**src/rtl/alu_result_stage_if.sv**
```systemverilog
// Valid/ready bus for the ALU result stage: upstream result in, flagged result out.
interface alu_result_stage_if #(
  parameter int WIDTH = 16
);
  logic             in_valid;
  logic             in_ready;
  logic [WIDTH-1:0] in_data;
  logic             out_valid;
  logic             out_ready;
  logic [WIDTH-1:0] out_data;
  logic             out_zr;
  logic             out_ng;

  modport master (
    output in_valid, in_data, out_ready,
    input  in_ready, out_valid, out_data, out_zr, out_ng
  );

  modport slave (
    input  in_valid, in_data, out_ready,
    output in_ready, out_valid, out_data, out_zr, out_ng
  );
endinterface

```
**src/rtl/alu_result_stage.sv**
```systemverilog
// Registered ALU result stage with Hack zr/ng flags and a two-entry skid buffer.
//   state | meaning
//   EMPTY | 00: nothing buffered
//   ONE   | 10: main holds the output word
//   FULL  | 11: main and skid both hold words, in_ready low
module alu_result_stage #(
  parameter int WIDTH = 16
) (
  input  logic              clk,
  input  logic              reset,
  alu_result_stage_if.slave io
);
  localparam logic [1:0] S_EMPTY = 2'b00;
  localparam logic [1:0] S_ONE   = 2'b10;
  localparam logic [1:0] S_FULL  = 2'b11;

  logic [WIDTH-1:0] r_main_data, r_skid_data, w_main_data, w_skid_data;
  logic             r_main_zr, r_main_ng, r_main_valid;
  logic             r_skid_zr, r_skid_ng, r_skid_valid;
  logic             w_main_zr, w_main_ng, w_main_valid;
  logic             w_skid_zr, w_skid_ng, w_skid_valid;
  logic [1:0]       w_state;
  logic             w_in_ready, w_in_xfer, w_out_xfer;
  logic             w_cap_zr, w_cap_ng;

  assign w_state    = {r_main_valid, r_skid_valid};
  assign w_in_xfer  = io.in_valid && w_in_ready;
  assign w_out_xfer = r_main_valid && io.out_ready;
  // Flags are fixed at capture time and travel with the word.
  assign w_cap_zr   = ~|io.in_data;
  assign w_cap_ng   = io.in_data[WIDTH-1];

  always_ff @(posedge clk) begin
    if (reset) begin
      r_main_data  <= '0;
      r_main_zr    <= 1'b0;
      r_main_ng    <= 1'b0;
      r_main_valid <= 1'b0;
      r_skid_data  <= '0;
      r_skid_zr    <= 1'b0;
      r_skid_ng    <= 1'b0;
      r_skid_valid <= 1'b0;
    end else begin
      r_main_data  <= w_main_data;
      r_main_zr    <= w_main_zr;
      r_main_ng    <= w_main_ng;
      r_main_valid <= w_main_valid;
      r_skid_data  <= w_skid_data;
      r_skid_zr    <= w_skid_zr;
      r_skid_ng    <= w_skid_ng;
      r_skid_valid <= w_skid_valid;
    end
  end

  always_comb begin
    w_main_data  = r_main_data;
    w_main_zr    = r_main_zr;
    w_main_ng    = r_main_ng;
    w_main_valid = r_main_valid;
    w_skid_data  = r_skid_data;
    w_skid_zr    = r_skid_zr;
    w_skid_ng    = r_skid_ng;
    w_skid_valid = r_skid_valid;
    case (w_state)
      S_EMPTY: begin
        if (w_in_xfer) begin
          w_main_data  = io.in_data;
          w_main_zr    = w_cap_zr;
          w_main_ng    = w_cap_ng;
          w_main_valid = 1'b1;
        end
      end
      S_ONE: begin
        if (w_in_xfer && w_out_xfer) begin
          w_main_data = io.in_data;
          w_main_zr   = w_cap_zr;
          w_main_ng   = w_cap_ng;
        end else if (w_in_xfer) begin
          w_skid_data  = io.in_data;
          w_skid_zr    = w_cap_zr;
          w_skid_ng    = w_cap_ng;
          w_skid_valid = 1'b1;
        end else if (w_out_xfer) begin
          w_main_valid = 1'b0;
        end
      end
      S_FULL: begin
        if (w_out_xfer) begin
          w_main_data  = r_skid_data;
          w_main_zr    = r_skid_zr;
          w_main_ng    = r_skid_ng;
          w_skid_valid = 1'b0;
        end
      end
      default: begin
        // 01 is unreachable; recover to EMPTY if it ever appears.
        w_main_valid = 1'b0;
        w_skid_valid = 1'b0;
      end
    endcase
  end

  always_comb begin
    w_in_ready   = !r_skid_valid && !reset;
    io.in_ready  = w_in_ready;
    io.out_valid = r_main_valid;
    io.out_data  = r_main_data;
    io.out_zr    = r_main_zr;
    io.out_ng    = r_main_ng;
  end
endmodule
```
**src/flat_wrapper.sv**
```systemverilog
// flat-port wrapper written by rule: the top's interface ports become plain ports
module alu_result_stage_flat 
#(
  parameter int WIDTH = 16
)
  (clk, reset, io_in_valid, io_in_data, io_out_ready, io_in_ready, io_out_valid, io_out_data, io_out_zr, io_out_ng);
  alu_result_stage_if #(.WIDTH(WIDTH)) io_i ();
  input  logic clk;
  input  logic reset;
  input wire logic [$bits(io_i.in_valid)-1:0] io_in_valid;
  input wire logic [$bits(io_i.in_data)-1:0] io_in_data;
  input wire logic [$bits(io_i.out_ready)-1:0] io_out_ready;
  output wire logic [$bits(io_i.in_ready)-1:0] io_in_ready;
  output wire logic [$bits(io_i.out_valid)-1:0] io_out_valid;
  output wire logic [$bits(io_i.out_data)-1:0] io_out_data;
  output wire logic [$bits(io_i.out_zr)-1:0] io_out_zr;
  output wire logic [$bits(io_i.out_ng)-1:0] io_out_ng;
  assign io_i.in_valid = io_in_valid;
  assign io_i.in_data = io_in_data;
  assign io_i.out_ready = io_out_ready;
  assign io_in_ready = io_i.in_ready;
  assign io_out_valid = io_i.out_valid;
  assign io_out_data = io_i.out_data;
  assign io_out_zr = io_i.out_zr;
  assign io_out_ng = io_i.out_ng;
  alu_result_stage #(.WIDTH(WIDTH)) u_core (.clk(clk), .reset(reset), .io(io_i));
endmodule
```
**config.mk**
```make
export PLATFORM = sky130hd
export DESIGN_NAME = alu_result_stage_flat
export DESIGN_NICKNAME = d
export VERILOG_FILES = /design/src/rtl/alu_result_stage_if.sv /design/src/rtl/alu_result_stage.sv /design/src/flat_wrapper.sv
export SDC_FILE = /design/constraint.sdc
export NUM_CORES = 1
export LEC_CHECK = 0
export CAP_MARGIN = 30
export CORE_MARGIN = 2
export CORE_UTILIZATION = 48
export CTS_CLUSTER_DIAMETER = 30
export DETAILED_ROUTE_END_ITERATION = 10
export PLACE_DENSITY = 0.82
export SLEW_MARGIN = 20
export SYNTH_ARGS = -nofsm -noshare
export SYNTH_HDL_FRONTEND = slang
export SYNTH_SLANG_ARGS = --single-unit
```
**constraint.sdc**
```tcl
create_clock -name clk -period 2.05 [get_ports clk]
set_clock_uncertainty 0.05 [all_clocks]
set_input_delay 0.41 -clock clk [delete_from_list [all_inputs] [get_ports clk]]
set_output_delay 0.41 -clock clk [all_outputs]
set_load 0.005 [all_outputs]
```
# ---- Yosys cells after proc, flatten, opt, wreduce, memory -nomap -nowiden
# Index checks and enable logic that the tools add are counted.
dict set report word_totals {
  register_bits 38
  in_bits 20
  out_inout_bits 20
  wordCells 53
}
dict set report op_classes {
  n_eq_ne 9
  muxes 19
  n_bitwise 3
  reduce_logical 14
}
# cell count
set op_table {}
lappend op_table {{16-bit 2-to-1 mux} 3}
lappend op_table {{16-bit one-hot mux with 3 select lines} 1}
lappend op_table {{16-bit OR reduction} 1}
lappend op_table {{1-bit one-hot mux with 3 select lines} 4}
lappend op_table {{1-bit 2-to-1 mux} 11}
lappend op_table {{2-bit by 1-bit != test with 1-bit output, second input constant} 5}
lappend op_table {{4-bit AND reduction} 2}
lappend op_table {{5-bit AND reduction} 1}
lappend op_table {{2-bit equality test, second input constant} 2}
lappend op_table {{1-bit logical AND} 4}
lappend op_table {{2-bit != test, second input constant} 2}
lappend op_table {{1-bit logical NOT} 3}
lappend op_table {{1-bit NOT} 3}
lappend op_table {{3-bit AND reduction} 1}
lappend op_table {{3-bit nonzero test} 1}
lappend op_table {{2-bit logical NOT} 1}

# ---- Logic depth before layout (Yosys ltp)
# Gate-level depths: netlist (run 1).
dict set report logic_depth {
  word_depth 6
  depth_mapped 7
  mapped_depth_nobuf 4
}

# ---- Least setup slack after synthesis (run 1)
# OpenSTA, ideal clock, no wires.
dict set report synth_timing {
  path_kind {in2reg}
  from {input io_out_ready}
  to {register u_core.r_skid_data[10]}
  arrival_time_ns 1.415
  t_required_ns 1.872
  path_slack_ns 0.458
  cell_stages 6
  cell_sequence {nand2b_1 > or3_1 > buf_2 > buf_6 > mux2i_1 > nor2_1}
}
dict set report synth_between {
  elab_chain_len 4
}
# item line_no
set synth_lines {}
lappend synth_lines {{start, declared} flat_wrapper.sv:12} ;# input wire logic [$bits(io_i.out_ready)-1:0] io_out_ready;
lappend synth_lines {{1-bit logical AND} alu_result_stage.sv:28} ;# assign w_out_xfer = r_main_valid && io.out_ready;
lappend synth_lines {{1-bit logical AND} alu_result_stage.sv:74} ;# if (w_in_xfer && w_out_xfer) begin
lappend synth_lines {{1-bit NOT (no source line)} n/a}
lappend synth_lines {{3-bit AND reduction (no source line)} n/a}
lappend synth_lines {{end signal, assigned} alu_result_stage.sv:48} ;# r_skid_data <= w_skid_data;
lappend synth_lines {{end, declared} alu_result_stage.sv:17} ;# logic [WIDTH-1:0] r_main_data, r_skid_data, w_main_data, w_skid_data;
# No other way between the ends.
# A chain may end at the register's enable or synchronous reset.

# ---- Worst setup path after layout (run 1)
dict set report layout_timing {
  from {input reset}
  to {output io_in_ready}
}
dict set report layout_between {
  elab_chain_len 2
}
# item line_no
set layout_lines {}
lappend layout_lines {{start, declared} flat_wrapper.sv:9} ;# input logic reset;
lappend layout_lines {{1-bit logical NOT} alu_result_stage.sv:104} ;# w_in_ready = !r_skid_valid && !reset;
lappend layout_lines {{1-bit logical AND} alu_result_stage.sv:104}
lappend layout_lines {{end, declared} flat_wrapper.sv:13} ;# output wire logic [$bits(io_i.in_ready)-1:0] io_in_ready;
# No other way between the ends.

==> flow_summary.json, run 1 <==
{
  "p_leak_nw": 0.9132,
  "coreArea_mm2": 0.003311,
  "cp_top_family": "buffers and inverters",
  "r2r_setup_slack_ps": 370,
  "synthDistinctLibCells": 26,
  "rows": 21,
  "drt_drc_violations_left": 0,
  "max_freq_mhz": 554.6,
  "cellPowerDensity_mw_per_mm2": 629.3,
  "syn_nets": 198,
  "synthMuxAreaShare_pct": 9.756,
  "ys_ff_latch": 36,
  "htreeDepth": 2,
  "drive_gt1_share_pct": 17.26,
  "synth.avg_cell_area_um2": 9.222,
  "tightest_slew_ps": 389.0,
  "critPathRequiredTime_ps": 1590,
  "crit_fanout": 4,
  "path_buf_inv": 3,
  "cts_root_buf": "clkbuf_4",
  "grt_pass1_vias": 1279,
  "min_period_ps": 1803,
  "wl_per_cell_um": 12.84,
  "drv_slew": 0,
  "worstPathCellList": "clkdlybuf4s50_1 > buf_4 > nor2_1 > dlygate4sd2_1",
  "fillers": 279,
  "area_growth_pct": 34.07,
  "vias": 1435,
  "hold_class": "reg2reg",
  "outcome": "completed",
  "grt_max_degree": 32,
  "slowest_stage": "clkdlybuf4s50_1",
  "dieArea_mm2": 0.003904,
  "whs_ps": 454.9,
  "clockBufferDepth": 2,
  "grt_overflow": 0,
  "async_flop_share_pct": 0,
  "synthAdderAreaFrac_pct": 0,
  "dp_hpwl_mm": 2.410,
  "ys.warnings.count": 0,
  "gp_congestion": 0.7930,
  "relSlewSlack_pct": 74.07,
  "startpoint": "reset",
  "grt_antenna_before_repair": 0,
  "cp.arrival_ps": 1340,
  "tns_ps": 0,
  "ys.flop_type": "dfxtp_1",
  "fin_nets": 245,
  "fin_crit_sh_pct": 87.95,
  "instances_no_fill": 272,
  "ys_seq_area_share_pct": 43.90,
  "syn_inst": 178,
  "drtIter0Drc": 50,
  "setup_viol_count_final": 0,
  "start_util_pct": 49.58,
  "routed_wl_mm": 3.492,
  "die_y_um": 62.48,
  "finalHoldViolations": 0,
  "port_buffers": 39,
  "hold_buffers": 0,
  "yosys.area_share.simple_pct": 23.09,
  "pin_count": 40,
  "ir_drop_mv": 0.3251,
  "cp-start-kind": "input pin",
  "worstSkewPairLatency_ps": 330,
  "diodes": 0,
  "r2r-start": "u_core.io.out_valid$_SDFFE_PP0P_",
  "cts.sinks": 36,
  "cap_violations": 0,
  "dp_cells": 264,
  "rsz0062_at_grt": "no",
  "die_width_um": 62.48,
  "cts_inserted_buffers": 5,
  "critPathCaptureType": "output pin",
  "synth-edff-count": 0,
  "hold_start": "u_core.r_skid_data[6]$_SDFFE_PP0P_",
  "grt_pass1_wl_mm": 5.637,
  "drt_pre_antenna_iters": 4,
  "syn_area_mm2": 0.001642,
  "viasPerCell": 5.276,
  "grt_usage_pct": 18.50,
  "cp_slowest_stage_delay_ps": 500,
  "cts_tree": "done",
  "synth-xor-area-share_pct": 0,
  "antenna_left": 0,
  "clkTransAtPathRegs_ps": 100,
  "synth_top_family_by_area": "simple AND/OR/NAND/NOR gates",
  "path_class": "in2out",
  "synth_compound_area_share_pct": 17.00
}
[area by class of cell]
type	instances	area, um^2	area share (%)
well taps	46	57.56	2.615
repair buffers	56	541.8	24.62
flip-flops and latches	36	720.7	32.75
inverters	1	3.754	0.1706
multi-input cells	125	818.3	37.18
clock buffers	8	58.81	2.672
[power by group]
part	total (W)	switching [W]	internal (W)
logic	0.000248	0.000107	0.000141
registers	0.000747	0.0000176	0.000729
clock network	0.000390	0.000221	0.000169
[layout by cell type (no fill, tap or decap), types with 3 or more instances in the layout]
cell type / Yosys / routed
nand3_1: 17 / 17
clkbuf_4: 0 / 5
clkdlybuf4s50_1: 0 / 38
buf_4: 2 / 15
a311oi_2: 14 / 14
nor2_1: 35 / 35
nand2_1: 19 / 19
a21oi_1: 3 / 3
nor3_1: 3 / 3
o21ai_0: 4 / 4
mux2i_1: 16 / 16
dfxtp_1: 36 / 36
[routing by layer]
layer,track usage [%],part of all wire [%]
met4,9.444,2.5
met3,6.486,5.0
met2,31.32,50
met1,20.45,42
met5,0,0
[tightest hold or removal path: stages (launching register included)]
cell and delay (ps):
dfxtp_1 330, nand3_1 60, a311oi_1 80
[cell families (layout without fill, tap and decap cells)]
| group | count (synthesis) | in the layout |
|---|---|---|
| AND/OR/NAND/NOR | 85 | 85 |
| flip-flops | 36 | 36 |
| multiplexers | 16 | 16 |
| buffers and inverters | 17 | 65 |
| AO/OA/AOI/OAI | 24 | 24 |
[sequential cells by signal, indices dropped and copies added, names as in the netlist]
signal               cells
u_core.io.out_ng         1
u_core.io.out_zr         1
u_core.io.out_valid      1
u_core.io.out_data      15
u_core.r_skid_data      16
u_core.r_skid_zr         1
u_core.r_skid_valid      1
[Yosys cell counts (all sizes together), types with 3 or more instances]
cell type | count | area (um^2)
a21oi | 4 | 31.28
a311oi | 16 | 227.7
buf | 8 | 68.80
clkbuf | 8 | 30.03
dfxtp | 36 | 720.7
mux2i | 16 | 160.2
nand2 | 19 | 71.32
nand3 | 17 | 85.08
nor2 | 35 | 131.4
nor3 | 3 | 15.01
o21ai | 4 | 20.02
[final timing paths]
| check | end | cells past startpoint |
|---|---|---|
| min | u_core.io.out_data[6]$_SDFFE_PP0P_ | 2 |
| max reg2reg | u_core.io.out_data[9]$_SDFFE_PP0P_ | 6 |
| max | io_in_ready | 4 |
| min reg2reg | u_core.io.out_data[6]$_SDFFE_PP0P_ | 2 |
[what timing repair did]
action                                  4_1_cts  5_1_grt
buffers inserted                              0        0
endpoints found under the setup margin        1        0
resized for setup                             1        0
[stage by stage]
stage / area (um^2) / worst slack [ps] / total power, W / utilization [%]
6_report: 2201 / 247.0 / 0.001385 / 66.48
5_1_grt: 2201 / 150.9 / 0.001462 / 66.48
4_1_cts: 2201 / 222.3 / 0.001401 / 66.48
3_5_place_dp: 2143 / -56.73 / 0.001012 / 64.74
3_3_place_gp: 2143 / -11.71 / 0.001007 / 64.74
2_1_floorplan: 1642 / 457.9 / 0.0008800 / -
No activity file was read; power rests on OpenSTA's default activity.
==> run 2: changes to the inputs <==
SLEW_MARGIN = 25   (was 20)
==> results of run 2 <==
The final DEF is identical to that of run 1; final timing and power are the same.
==> run 3: changes to the inputs <==
CAP_MARGIN = 10   (was 30)
CORE_ASPECT_RATIO = 0.75   (was not set)
SLEW_MARGIN = not set   (was 25)
==> flow_summary.json, run 3 (same netlist as run 1, synthesis figures left out) <==
{
  "outcome": "completed",
  "gp_congestion": 0.7906,
  "grt_antenna_before_repair": 0,
  "drt_drc_violations_left": 0,
  "routed_wl_mm": 3.714,
  "pin_count": 40,
  "cts_tree": "done",
  "place_area_mm2": 0.002161,
  "startpoint": "u_core.io.out_valid$_SDFFE_PP0P_",
  "cts_inserted_buffers": 5,
  "coreArea_mm2": 0.003288,
  "regArea_um2": 720.7,
  "p_leak_nw": 0.9440,
  "grt_overflow": 0,
  "grt_max_degree": 31,
  "htreeDepth": 2,
  "max_freq_mhz": 527.0,
  "whs_ps": 442.8,
  "fin_nets": 250,
  "hold_start": "u_core.r_skid_data[6]$_SDFFE_PP0P_",
  "final_area_mm2": 0.002253,
  "cp_top_family": "buffers and inverters",
  "setup_viol_count_final": 0,
  "instances_no_fill": 271,
  "postCtsSetupRepairBufs": 0,
  "finalHoldViolations": 0,
  "clockBufferDepth": 2,
  "r2r-start": "u_core.r_skid_valid$_SDFFE_PP0P_",
  "dieArea_mm2": 0.003908,
  "worstPathCellList": "clkdlybuf4s50_1",
  "min_period_ps": 1897,
  "area_growth_pct": 37.27,
  "die_width_um": 71.53,
  "viasPerCell": 5.332,
  "grt_usage_pct": 21.30,
  "utilization_pct": 68.53,
  "diodes": 0,
  "cellPowerDensity_mw_per_mm2": 678.8,
  "final_common_cell": "clkdlybuf4s50_1",
  "tightest_slew_ps": 409.8,
  "drive_gt1_share_pct": 19.48,
  "path_buf_inv": 1,
  "critPathCaptureType": "output pin",
  "multi_input_area_um2": 818.3,
  "start_util_pct": 49.92,
  "fillers": 268,
  "port_buffers": 39,
  "cap_violations": 0,
  "largest_reg_flops": 16,
  "clkTransAtPathRegs_ps": 70,
  "fin_crit_sh_pct": 92.56,
  "drt_pre_antenna_iters": 4,
  "dp_hpwl_mm": 2.565,
  "drtIter0Drc": 103,
  "drv_slew": 0,
  "final_cell_mix": "clkdlybuf4s50_1 (38), dfxtp_1 (36), nor2_1 (35)",
  "slowest_stage": "clkdlybuf4s50_1",
  "largest_register": "u_core.r_skid_data",
  "dp_cells": 263,
  "ir_drop_mv": 0.4642,
  "cts.sinks": 36,
  "total_power_w": 0.001530,
  "cp.arrival_ps": 1440,
  "hold_class": "reg2reg",
  "critPathRequiredTime_ps": 1590,
  "relSlewSlack_pct": 72.64,
  "cts_root_buf": "clkbuf_8",
  "grt_pass1_wl_mm": 6.341,
  "antenna_left": 0,
  "rsz0062_at_grt": "no",
  "crit_fanout": 12,
  "rows": 18,
  "die_y_um": 54.65,
  "wl_per_cell_um": 13.70,
  "grt_pass1_vias": 1396,
  "cp_slowest_stage_delay_ps": 580,
  "worstSkewPairLatency_ps": 290,
  "vias": 1445,
  "cp-start-kind": "flip-flop",
  "path_class": "reg2out"
}
run 3: final cells by class:
type	instances	area share, %
Inverter	1	0.1666
Multi-Input combinational cell	125	36.31
Clock buffer	7	3.831
Timing Repair Buffer	61	25.15
Sequential cell	36	31.98
Tap cell	40	2.221
Clock inverter	1	0.3331
run 3: final timing paths:
check	slack [ps]	end	depth (start not counted)
worst min register to register	440	u_core.io.out_data[6]$_SDFFE_PP0P_	2
worst min-delay path	440	u_core.io.out_data[6]$_SDFFE_PP0P_	2
worst max-delay path	150	io_out_valid	1
worst max register to register	330	u_core.io.out_data[1]$_SDFFE_PP0P_	5
run 3: through the flow:
stage	worst slack [ps]	setup TNS (ps)
finish	152.6	0
detailed placement	-84.78	-809.3
floorplan	457.9	0
global route	87.86	0
global placement	-31.41	-139.6
CTS	138.4	0
run 3: where the power goes:
part	switching, W	total, W	internal [W]
clock network	0.000253	0.000526	0.000273
logic	0.000108	0.000255	0.000147
registers	0.0000202	0.000749	0.000729
run 3: repair_timing:
item	4_1_cts	5_1_grt
resized for setup	1	0
setup endpoints to repair	1	0
hold buffers	0	0
run 3: worst reg2reg max path: stages (launching register included):
cell,delay (ps)
dfxtp_1,430
or3b_4,470
a21oi_4,190
buf_12,180
nor2_1,70
a311oi_2,240
run 3: metal layers:
| layer | global-route usage (%) | wire length (um) | vias up |
|---|---|---|---|
| li1 | - | - | 727 |
| met1 | 26.55 | 1715 | 674 |
| met2 | 36.88 | 1730 | 40 |
| met3 | 6.446 | 232 | 4 |
| met4 | 5.031 | 35 | 0 |
| met5 | 0 | 0 | - |
